$ cat src/rtl/gobou_ctrl_mac.sv
// gobou FC datapath: MAC control stage. Counts input beats into dot products,
// drives accumulator enables and emits the dot-product stream to the bias stage.
// Optional macro GOBOU_MAC_CNT_EN adds the dp_cnt output (dot products since out start).
module gobou_ctrl_mac #(
  parameter int unsigned D_MAC     = 2,
  parameter int unsigned SIZEWIDTH = 16
) (
  input  logic                 clk,
  input  logic                 xrst,
  input  logic                 in_ctrl_start,
  input  logic                 in_ctrl_valid,
  input  logic                 in_ctrl_stop,
  input  logic [SIZEWIDTH-1:0] in_size,
  output logic                 out_ctrl_start,
  output logic                 out_ctrl_valid,
  output logic                 out_ctrl_stop,
  output logic                 accum_clear,
  output logic                 accum_we,
  output logic                 err_partial
`ifdef GOBOU_MAC_CNT_EN
  ,
  output logic [SIZEWIDTH-1:0] dp_cnt
`endif
);

  localparam int unsigned NST = D_MAC + 1;
  localparam int unsigned DCW = (D_MAC < 2) ? 1 : $clog2(D_MAC + 1);

  typedef enum logic [1:0] {
    IDLE  = 2'd0,
    ACC   = 2'd1,
    DRAIN = 2'd2
  } state_t;

  state_t               state_q, state_d;
  logic [SIZEWIDTH-1:0] cnt_q, cnt_d;
  logic [SIZEWIDTH-1:0] size_q, size_d;
  logic [DCW-1:0]       dcnt_q, dcnt_d;
  logic                 err_d;

  logic tag_start, tag_valid, tag_first, tag_last, tag_stop;

  // Delay line; valid/first lines end where the accumulator consumes them.
  logic [NST-1:0]   st_start;
  logic [NST-1:0]   st_vlast;
  logic [NST-1:0]   st_stop;
  logic [D_MAC-1:0] st_valid;
  logic [D_MAC-1:0] st_vfirst;

  // Next-state, beat tagging and sticky error update
  always_comb begin
    state_d   = state_q;
    cnt_d     = cnt_q;
    size_d    = size_q;
    dcnt_d    = dcnt_q;
    err_d     = err_partial;
    tag_start = 1'b0;
    tag_valid = 1'b0;
    tag_first = 1'b0;
    tag_last  = 1'b0;
    tag_stop  = 1'b0;
    case (state_q)
      IDLE: begin
        if (in_ctrl_start) begin
          state_d   = ACC;
          size_d    = (in_size == '0) ? SIZEWIDTH'(1) : in_size;
          cnt_d     = '0;
          err_d     = 1'b0;
          tag_start = 1'b1;
        end
      end
      ACC: begin
        if (in_ctrl_valid) begin
          tag_valid = 1'b1;
          tag_first = (cnt_q == '0);
          tag_last  = (cnt_q == SIZEWIDTH'(size_q - SIZEWIDTH'(1)));
          cnt_d     = tag_last ? '0 : SIZEWIDTH'(cnt_q + SIZEWIDTH'(1));
        end
        if (in_ctrl_stop) begin
          tag_stop = 1'b1;
          state_d  = DRAIN;
          dcnt_d   = '0;
          if (cnt_d != '0) begin
            err_d = 1'b1;
          end
        end
      end
      DRAIN: begin
        // Hold off new starts until the delay line has emptied
        if (dcnt_q == DCW'(D_MAC)) begin
          state_d = IDLE;
        end else begin
          dcnt_d = DCW'(dcnt_q + DCW'(1));
        end
      end
      default: begin
        state_d = IDLE;
      end
    endcase
  end

  always_ff @(posedge clk or negedge xrst) begin
    if (!xrst) begin
      state_q     <= IDLE;
      cnt_q       <= '0;
      size_q      <= '0;
      dcnt_q      <= '0;
      err_partial <= 1'b0;
    end else begin
      state_q     <= state_d;
      cnt_q       <= cnt_d;
      size_q      <= size_d;
      dcnt_q      <= dcnt_d;
      err_partial <= err_d;
    end
  end

  always_ff @(posedge clk or negedge xrst) begin
    if (!xrst) begin
      st_start  <= '0;
      st_vlast  <= '0;
      st_stop   <= '0;
      st_valid  <= '0;
      st_vfirst <= '0;
    end else begin
      st_start  <= (st_start << 1) | NST'(tag_start);
      st_vlast  <= (st_vlast << 1) | NST'(tag_valid & tag_last);
      st_stop   <= (st_stop << 1) | NST'(tag_stop);
      st_valid  <= (st_valid << 1) | D_MAC'(tag_valid);
      st_vfirst <= (st_vfirst << 1) | D_MAC'(tag_valid & tag_first);
    end
  end

  assign accum_we       = st_valid[D_MAC-1];
  assign accum_clear    = st_vfirst[D_MAC-1];
  assign out_ctrl_start = st_start[D_MAC];
  assign out_ctrl_valid = st_vlast[D_MAC];
  assign out_ctrl_stop  = st_stop[D_MAC];

`ifdef GOBOU_MAC_CNT_EN
  // Looks one stage ahead so the clear lands with out_ctrl_start
  always_ff @(posedge clk or negedge xrst) begin
    if (!xrst) begin
      dp_cnt <= '0;
    end else if (st_start[D_MAC-1]) begin
      dp_cnt <= '0;
    end else if (st_vlast[D_MAC-1]) begin
      dp_cnt <= SIZEWIDTH'(dp_cnt + SIZEWIDTH'(1));
    end
  end
`endif

endmodule

$ cat config.mk
export PLATFORM = sky130hd
export DESIGN_NAME = gobou_ctrl_mac
export DESIGN_NICKNAME = d
export VERILOG_FILES = /design/src/rtl/gobou_ctrl_mac.sv
export SDC_FILE = /design/constraint.sdc
export NUM_CORES = 1
export LEC_CHECK = 0
export CORE_ASPECT_RATIO = 0.6
export CORE_MARGIN = 10
export CORE_UTILIZATION = 50
export CTS_CLUSTER_SIZE = 8
export DETAILED_ROUTE_END_ITERATION = 12
export DONT_BUFFER_PORTS = 1
export HOLD_SLACK_MARGIN = 0.06
export RECOVER_POWER = 100
export SLEW_MARGIN = 20
export SYNTH_ARGS = -nofsm -noshare
export SYNTH_HDL_FRONTEND = slang
export SYNTH_SLANG_ARGS = --single-unit
$ cat constraint.sdc
create_clock -name clk -period 3.5 [get_ports clk]
set_input_delay 0.7 -clock clk [delete_from_list [all_inputs] [get_ports clk]]
set_output_delay 0.7 -clock clk [all_outputs]
set_load 0.01 [all_outputs]
==> flow_summary.json <==
{
  "async_reset_ff_share_pct": 100,
  "cts_tree": "built",
  "cts_made_buffers": 5,
  "fin_util_pct": 53.3,
  "p_per_area_nw_per_um2": 689,
  "die_area_sq_um": 9960,
  "violations": "capacitance limit, slew limit",
  "p_seq_share_pct": 43.5,
  "arrival_ns": 3.22,
  "core_region_area_sq_um": 6110,
  "timing.fmax_mhz": 326,
  "leakagePower_nw": 1.31,
  "clk_transition_reported_paths_ns": 0.10,
  "root_buffer": "clkbuf_8",
  "avgRoutedWirePerCell_microns": 18.6,
  "p_sw_share_pct": 42.5,
  "routabilityCongestion": 0.878,
  "hold_path_class": "reg -> reg",
  "synthCells": 334,
  "hold_ws_ns": 0.357,
  "setup_viol": 0,
  "cp-start-kind": "flip-flop",
  "ant_nets": 0,
  "port_buffers": 0,
  "first_pass_iters": 5,
  "cts_resized": 0,
  "clockBufferDepth": 2,
  "tns_ns": 0,
  "total_power_mw": 2.24,
  "critPathKind": "reg -> reg",
  "drc": 0,
  "antenna_found_initial": 0,
  "required_ns": 3.65,
  "via_per_inst": 6.07,
  "place_area_sq_um": 3170,
  "ir_drop_mv": 0.296,
  "cap_violations": 1,
  "start_util_pct": 51.4,
  "fin_area_sq_um": 3260,
  "die_w_microns": 122,
  "synth_warnings": 0,
  "grt_start_max_net_pins": 51,
  "avgSynthCellArea_sq_um": 9.41,
  "status": "finished with violations",
  "synth_cell_types": 62,
  "cts_setup_buffers": 0,
  "combPwrFrac_pct": 39.9,
  "syn_area_sq_um": 3140,
  "worst_pin_slew_ns": 2.31,
  "hold_viol_final": 0,
  "area_delta_synth_final_pct": 3.66,
  "p_switching_uw": 954,
  "drt-total-wl_microns": 7560,
  "p_clk_share_pct": 16.6,
  "period_needed_ns": 3.07,
  "fillers": 557,
  "rsz0062_at_grt": "no",
  "grt_use_total_pct": 15.9,
  "num_io_pins": 27,
  "fin_crit_sh_pct": 87.7,
  "vias": 2472,
  "endpoint_kind": "flip-flop",
  "overflow": 0,
  "dp_hpwl_microns": 5670,
  "finalMaxSlewViolations": 51,
  "fin_ws_ns": 0.432,
  "drt_iter0_drc": 312,
  "htreeDepth": 2,
  "synth_ff_type": "dfrtp_1",
  "cts_sinks": 50,
  "crit_fanout": 26,
  "num_rows": 22,
  "final.setup_skew_ns": 0.00562,
  "die_h_microns": 81.4,
  "placed_cells_incl_taps": 398,
  "synth_edf_count": 0,
  "finalNonFillerCells": 407,
  "clock_latency_ns": 0.31,
  "antennaDiodeCount": 0,
  "yosysSeqAreaShare_pct": 39.8,
  "grt_pass1_vias": 2240,
  "synth_nets": 359,
  "p_int_mw": 1.29,
  "ys_seq_elements": 50,
  "relSlewSlack_pct": -53.8,
  "grt_pass1_wl_microns": 12600,
  "dpl_worst_slack_ns": 0.560,
  "layout-drive-gt1-share_pct": 11.1,
  "fin_nets": 347
}
[critical path: stages (launching register included)]
cell and delay, ns:
dfrtp_1 0.43, inv_1 0.06, ha_1 0.25, o311ai_0 0.83, o21ai_0 0.32, a2111oi_4 0.48
a21oi_4 0.27, o211ai_1 0.16, o21ai_0 0.11
[final cells by class]
class                      count  area [sq um]  share of cell area, %
tap                           84           105                   3.23
multi-input combinational    246          1720                   52.7
inverter                      15          56.3                   1.73
clock inverter                 3          28.8                  0.884
clock buffer                   5          68.8                   2.11
timing repair buffer           4          28.8                  0.884
sequential                    50          1250                   38.4
[layer usage]
metal	global-route usage (%)	share of wire, %	vias to the layer above
met5	0	0	-
met4	1.76	0.42	0
met3	4.99	8.8	4
met2	19.6	38	76
met1	25.8	53	1194
li1	-	-	1198
[kinds of logic (layout without fill, tap and decap cells)]
| logic type | count (synthesis) | in the layout | synth area share [%] |
|---|---|---|---|
| AOI/OAI and AO/OA | 74 | 74 | 16.8 |
| xor gates and xnor gates | 28 | 28 | 7.81 |
| adders and majority gates | 4 | 4 | 1.59 |
| buffers and inverters | 38 | 27 | 5.26 |
| DFF | 50 | 50 | 39.8 |
| muxes | 17 | 17 | 5.97 |
| and+or+nand+nor | 123 | 123 | 22.8 |
[sequential cells by signal, indices dropped and copies added (netlist names)]
name / cells
st_valid: 2
st_vlast: 3
st_vfirst: 2
st_start: 3
cnt_q: 16
err_partial: 1
state_q: 2
size_q: 16
st_stop: 3
dcnt_q: 2
[power groups by stage]
stage	registers [mW]	logic, mW	clock network (mW)
floorplan	0.886	0.793	0
global placement	0.986	0.874	0
detailed placement	0.989	0.884	0
CTS	0.975	0.890	0.382
global route	1.01	1.02	0.408
finish	0.975	0.896	0.373
[what timing repair did]
item,4_1_cts,5_1_grt
hold buffers,0,1
endpoints found under the setup margin,0,0
hold endpoints to repair,0,50
[layout by cell type (no fill, tap or decap), drive strengths merged, types with 4 or more instances in the layout]
master	Yosys	final
a31oi	7	7
nor2b	5	5
nand2	19	19
inv	15	17
nand2b	6	6
nand3	14	14
clkbuf	18	6
nor3	10	10
dfrtp	50	50
xor2	13	13
ha	4	4
nor2	17	17
nand3b	4	4
or4	4	4
xnor2	15	15
or2	4	4
nor4	10	10
a21oi	19	19
and3	5	5
mux2	14	14
nand4	9	9
o21ai	15	15
[synth_stat cells, drive strengths merged (10+ instances only)]
cell type | instances | area (sq um)
nand2 | 19 | 71.3
nor4 | 10 | 68.8
xnor2 | 15 | 131
a21oi | 19 | 114
clkbuf | 18 | 67.6
nor3 | 10 | 61.3
xor2 | 13 | 114
mux2 | 14 | 158
o21ai | 15 | 75.1
nand3 | 14 | 70.1
inv | 15 | 56.3
nor2 | 17 | 63.8
dfrtp | 50 | 1250
[path summary, 6_finish.rpt]
check | startpoint | to | slack [ns] | cells after the start
max | size_q[0] | err_partial | 0.43 | 8
min | st_vlast[0] | st_vlast[1] | 0.36 | 0
max reg2reg | size_q[0] | err_partial | 0.43 | 8
min reg2reg | st_vlast[0] | st_vlast[1] | 0.36 | 0
max in group asynchronous | xrst | cnt_q[12] | 0.92 | 1
min in group asynchronous | xrst | st_stop[2] | 1.26 | 1
No activity file was read; power rests on OpenSTA's default activity.
